File: src/rtl/sort_pkg.sv
// Shared definitions for the sorting_box lanes and its feeders.
// Pad helper yields the maximum representable sample so padding sorts to the top lanes.
package sort_pkg;

  localparam int SORT_LANES  = 4;
  localparam int SORT_CNT_WD = 3;
  localparam int SORT_MAX_WD = 64;

  // The fill index doubles as the collector's state
  typedef enum logic [1:0] {
    FILL0 = 2'd0,
    FILL1 = 2'd1,
    FILL2 = 2'd2,
    FILL3 = 2'd3
  } fill_state_t;

  // Low (width) bits set; the sign bit is also cleared in signed mode
  function automatic logic [SORT_MAX_WD-1:0] sort_pad(input bit signed_mode, input int width);
    logic [SORT_MAX_WD-1:0] v;
    int                     ones;
    v    = '0;
    ones = signed_mode ? width - 1 : width;
    for (int i = 0; i < SORT_MAX_WD; i++) begin
      if (i < ones) v[i] = 1'b1;
    end
    return v;
  endfunction

endpackage

File: src/rtl/sort_frame_collector_if.sv
// Sample-in / frame-out handshake bundle of the sort frame collector.
// Signal names are seen from the collector: i_* flow into it, o_* flow out.
interface sort_frame_collector_if #(
  parameter int DATA_WD = 8
);
  import sort_pkg::*;

  logic [DATA_WD-1:0]                 i_data;
  logic                               i_valid;
  logic                               i_flush;
  logic                               o_ready;
  logic [SORT_LANES-1:0][DATA_WD-1:0] o_frame;
  logic [SORT_CNT_WD-1:0]             o_frame_count;
  logic                               o_frame_valid;
  logic                               i_frame_ready;

  modport master (
    output i_data, i_valid, i_flush, i_frame_ready,
    input  o_ready, o_frame, o_frame_count, o_frame_valid
  );

  modport slave (
    input  i_data, i_valid, i_flush, i_frame_ready,
    output o_ready, o_frame, o_frame_count, o_frame_valid
  );

endinterface

File: src/rtl/sort_frame_collector.sv
// Packs serial samples into 4-lane frames (lane 0 oldest); flush closes a partial frame with PAD lanes.
// Frame is valid the cycle after its closing accept; o_ready drops only for a 4th sample or flush while the output is stalled.
module sort_frame_collector
  import sort_pkg::*;
#(
  parameter int DATA_WD = 8,
  parameter bit SIGNED  = 1'b0
) (
  input  logic                  i_clk,
  input  logic                  i_rst_n,
  sort_frame_collector_if.slave bus
);

  localparam logic [DATA_WD-1:0] PAD = DATA_WD'(sort_pad(SIGNED, DATA_WD));

  fill_state_t                        r_idx;
  fill_state_t                        w_idx_nxt;
  logic [SORT_LANES-1:0][DATA_WD-1:0] r_fill;
  logic [SORT_LANES-1:0][DATA_WD-1:0] r_frame;
  logic [SORT_LANES-1:0][DATA_WD-1:0] w_frame_nxt;
  logic [SORT_CNT_WD-1:0]             r_count;
  logic [SORT_CNT_WD-1:0]             w_total;
  logic                               r_frame_vld;
  logic                               w_out_free;
  logic                               w_ready;
  logic                               w_accept;
  logic                               w_close;

  assign w_out_free = !r_frame_vld || bus.i_frame_ready;
  assign w_ready    = i_rst_n && (w_out_free || ((r_idx != FILL3) && !bus.i_flush));
  assign w_accept   = bus.i_valid && w_ready;
  assign w_total    = SORT_CNT_WD'(r_idx) + SORT_CNT_WD'(w_accept);
  // A close always has a free output slot: o_ready can only be high for it via w_out_free
  assign w_close    = w_ready && ((w_accept && (r_idx == FILL3)) ||
                                  (bus.i_flush && (w_total != '0)));

  always_comb begin
    w_frame_nxt = '0;
    for (int l = 0; l < SORT_LANES; l++) begin
      if (l < int'(r_idx)) begin
        w_frame_nxt[l] = r_fill[l];
      end else if ((l == int'(r_idx)) && w_accept) begin
        w_frame_nxt[l] = bus.i_data;
      end else begin
        w_frame_nxt[l] = PAD;
      end
    end
  end

  always_comb begin
    w_idx_nxt = r_idx;
    if (w_close) begin
      w_idx_nxt = FILL0;
    end else if (w_accept) begin
      w_idx_nxt = fill_state_t'(r_idx + 2'd1);
    end
  end

  always_ff @(posedge i_clk) begin
    if (!i_rst_n) begin
      r_idx <= FILL0;
    end else begin
      r_idx <= w_idx_nxt;
    end
  end

  always_ff @(posedge i_clk) begin
    if (!i_rst_n) begin
      r_fill      <= '0;
      r_frame     <= '0;
      r_count     <= '0;
      r_frame_vld <= 1'b0;
    end else begin
      if (w_accept && !w_close) begin
        r_fill[r_idx] <= bus.i_data;
      end
      if (w_close) begin
        r_frame     <= w_frame_nxt;
        r_count     <= w_total;
        r_frame_vld <= 1'b1;
      end else if (r_frame_vld && bus.i_frame_ready) begin
        r_frame_vld <= 1'b0;
      end
    end
  end

  assign bus.o_ready       = w_ready;
  assign bus.o_frame       = r_frame;
  assign bus.o_frame_count = r_count;
  assign bus.o_frame_valid = r_frame_vld;

endmodule

File: src/flat_wrapper.sv
// flat-port wrapper written by rule: the top's interface ports become plain ports
module sort_frame_collector_flat import sort_pkg::*;
#(
  parameter int DATA_WD = 8,
  parameter bit SIGNED  = 1'b0
)
  (i_clk, i_rst_n, bus_i_data, bus_i_valid, bus_i_flush, bus_i_frame_ready, bus_o_ready, bus_o_frame, bus_o_frame_count, bus_o_frame_valid);
  sort_frame_collector_if #(.DATA_WD(DATA_WD)) bus_i ();
  input  logic i_clk;
  input  logic i_rst_n;
  input wire logic [$bits(bus_i.i_data)-1:0] bus_i_data;
  input wire logic [$bits(bus_i.i_valid)-1:0] bus_i_valid;
  input wire logic [$bits(bus_i.i_flush)-1:0] bus_i_flush;
  input wire logic [$bits(bus_i.i_frame_ready)-1:0] bus_i_frame_ready;
  output wire logic [$bits(bus_i.o_ready)-1:0] bus_o_ready;
  output wire logic [$bits(bus_i.o_frame)-1:0] bus_o_frame;
  output wire logic [$bits(bus_i.o_frame_count)-1:0] bus_o_frame_count;
  output wire logic [$bits(bus_i.o_frame_valid)-1:0] bus_o_frame_valid;
  assign bus_i.i_data = bus_i_data;
  assign bus_i.i_valid = bus_i_valid;
  assign bus_i.i_flush = bus_i_flush;
  assign bus_i.i_frame_ready = bus_i_frame_ready;
  assign bus_o_ready = bus_i.o_ready;
  assign bus_o_frame = bus_i.o_frame;
  assign bus_o_frame_count = bus_i.o_frame_count;
  assign bus_o_frame_valid = bus_i.o_frame_valid;
  sort_frame_collector #(.DATA_WD(DATA_WD), .SIGNED(SIGNED)) u_core (.i_clk(i_clk), .i_rst_n(i_rst_n), .bus(bus_i));
endmodule
File: config.mk
export PLATFORM = sky130hd
export DESIGN_NAME = sort_frame_collector_flat
export DESIGN_NICKNAME = d
export VERILOG_FILES = /design/src/rtl/sort_pkg.sv /design/src/rtl/sort_frame_collector_if.sv /design/src/rtl/sort_frame_collector.sv /design/src/flat_wrapper.sv
export SDC_FILE = /design/constraint.sdc
export NUM_CORES = 1
export LEC_CHECK = 0
export CAP_MARGIN = 20
export CORE_MARGIN = 4
export CORE_UTILIZATION = 37
export CTS_CLUSTER_SIZE = 20
export DETAILED_ROUTE_END_ITERATION = 8
export GPL_TIMING_DRIVEN = 0
export PLACE_DENSITY = 0.66
export SETUP_SLACK_MARGIN = 0.05
export SLEW_MARGIN = 0
export SYNTH_ARGS = -nofsm -noshare
export SYNTH_HDL_FRONTEND = slang
export SYNTH_SLANG_ARGS = --single-unit
File: constraint.sdc
create_clock -name i_clk -period 5.5 [get_ports i_clk]
set_input_delay 1.1 -clock i_clk [delete_from_list [all_inputs] [get_ports i_clk]]
set_output_delay 1.1 -clock i_clk [all_outputs]
set_load 0.005 [all_outputs]
==> results.yml <==
cts:
  cts.repair.resized: 0
  clk_pin_slew_ns: 0.07
  clock_latency_ns: 0.34
  cts_tree: "yes"
  numCtsBuffers: 9
  clock_sinks: 62
  cts_root_buffer: "clkbuf_8"
  htree_num_levels: 3
  clk_path_buf_depth: 2
  hold_buffers: 0
  post_cts_buffers: 0
power_and_ir_drop:
  vdd_drop_max_v: 0.000132
  p_leak_nw: 1.27
  finalPower_w: 0.00111
  p_per_area_mw_per_mm2: 324
floorplanning:
  die_w_um: 92.0
  die_y_um: 92.0
  placementRows: 30
  coreArea_mm2: 0.00683
  start_util_pct: 38.2
  io-pin-count: 50
  dieArea_mm2: 0.00846
global_routing:
  grt_overflow: 0
  grt_usage_pct: 15.9
  grt_max_degree: 12
  grt_pass1_vias: 2133
  antenna_found_initial: 0
  grt_pass1_wl_um: 10600
sta:
  hold_violations: 0
  finalClockSkew_ns: 0.00774
  fmax_ghz: 0.244
  fin_tns_setup_ns: 0
  fin_crit_sh_pct: 74.5
  hold_ws_ns: 0.451
  rsz0062_at_grt: "no"
  slew_violations: 0
  fin_crit_ns: 4.10
  worst_slew_pin_slew_ns: 0.757
  setup_viol: 0
  slew_headroom_pct: 49.5
route:
  drc_errors: 0
  drtIter0Drc: 112
  avgViaCountPerCell: 5.04
  drt_first_pass_iters: 4
  via_count: 2182
  drtAntennaViolNets: 0
  drt-total-wl_um: 6420
  wl_per_cell_um: 14.8
yosys:
  syn_nets: 291
  synth-seq-area-share_pct: 47.6
  syn_avg_cell_area_um2: 9.60
  ys_seq_elements: 62
  yosysWarnings: 0
  netlist_instances: 272
  ys_types: 34
  netlist_area_mm2: 0.00261
layout:
  multiInputGateArea_mm2: 0.00124
  syn_to_final_growth_pct: 31.8
  regArea_mm2: 0.00124
  mostFrequentLayoutCells: "70 x nand2_1, 62 x dfxtp_1, 49 x clkdlybuf4s50_1"
  diodes: 0
  final_common_cell: "nand2_1"
  drive_gt1_share_pct: 13.6
  n_fill_cell: 668
  final_cells: 433
  fin_area_mm2: 0.00344
  num-nets-final: 351
critical_path:
  slowest_delay_ns: 0.57
  worstPathCellList: "clkdlybuf4s50_1 > buf_2 > buf_2 > inv_1 > nor2_1 > clkdlybuf4s50_1"
  worstPathArrival_ns: 3.00
  cp_data_required_time_ns: 4.40
  critPathKind: "primary input to output pin"
  cp-start-kind: "primary input"
  slowest_stage: "clkdlybuf4s50_1"
  cp-end-kind: "output pin"
  critPathMaxFanout: 10
job:
  cap_violations: 0
placed_design:
  dp_cells: 417
  place_congestion: 0.810
  portBuffers: 49
  hpwlAfterDp_um: 4510
  placed_cell_area_mm2: 0.00322
hold_path:
  hold_path.class: "flop to flop"
run_status:
  status: "complete, no violations"
-- flip-flops by register name (all words and copies together), names as in the netlist --
name,flops
u_core.bus.o_frame_valid,1
u_core.r_fill,24
u_core.bus.o_frame_count,3
u_core.bus.o_frame,32
u_core.r_idx,2
-- stage by stage --
step,utilization [%],setup slack (ns)
floorplan,-,2.26
global placement,47.1,1.38
CTS,50.3,1.38
global route,50.3,1.30
detailed placement,47.1,1.39
finish,50.3,1.40
-- path summary, 6_finish.rpt --
kind | startpoint | to | slack [ns] | cells past startpoint
worst min-delay path | u_core.r_fill[22] | u_core.r_fill[22] | 0.45 | 2
worst max register to register | u_core.r_idx[1] | u_core.bus.o_frame[30] | 2.46 | 11
worst max-delay path | i_rst_n | bus_o_ready | 1.40 | 6
worst min register to register | u_core.r_fill[22] | u_core.r_fill[22] | 0.45 | 2
-- report_power, final --
| group | switching [W] | internal, W | leakage, nW |
|---|---|---|---|
| sequential | 0.0000202 | 0.000488 | 0.507 |
| clock | 0.000171 | 0.000257 | 0.115 |
| combinational | 0.0000789 | 0.0000975 | 0.650 |
| total | 0.000270 | 0.000843 | 1.27 |
-- worst max-delay path: cells and delay by family --
kind,cells,cell delay (ns)
simple gates,1,0.12
buf+inv,5,1.76
-- per-layer routing --
metal	share of wire (%)	GRT usage (%)	wire, um	up-vias
met5	0	0	0	-
met4	1.3	6.68	81	0
met3	6.1	4.43	393	6
met2	45	24.0	2910	62
met1	47	21.3	3030	1024
li1	-	-	-	1090
-- Yosys cell counts (all sizes together) --
master / number / area share (%)
nand2: 71 / 10
dfxtp: 62 / 48
mux2i: 25 / 9.6
o21ai: 25 / 4.8
o22ai: 24 / 5.8
buf: 11 / 3.4
o221a: 8 / 3.5
ha: 6 / 2.9
clkbuf: 5 / 0.72
inv: 5 / 0.72
nor3: 5 / 2.6
nand3: 4 / 1.4
a21bo: 3 / 1.2
nand4: 3 / 0.72
nand4b: 3 / 1.0
nor2: 3 / 0.43
o211ai: 2 / 0.58
and2: 1 / 0.24
and3b: 1 / 0.38
nand2b: 1 / 0.53
o2111ai: 1 / 0.34
o31a: 1 / 0.67
or2: 1 / 0.24
xnor2: 1 / 0.34
-- layout make-up --
cell class	count	area share, %
well taps	96	3.49
clock buffers	13	5.20
inverters	5	0.546
clock inverters	3	1.16
multi-input cells	189	36.2
flip-flops and latches	62	36.1
plain buffers	16	3.09
repair buffers	49	14.3
-- logic make-up after synthesis --
kind of cell	share of synthesized area [%]
AND/OR/NAND/NOR	18.1
AO/OA/AOI/OAI	16.7
flip-flops	47.6
multiplexers	9.59
buffers and inverters	4.79
adder cells (fa/ha/maj)	2.88
XOR/XNOR	0.336
Note: power is estimated with default switching activity, not from simulation.
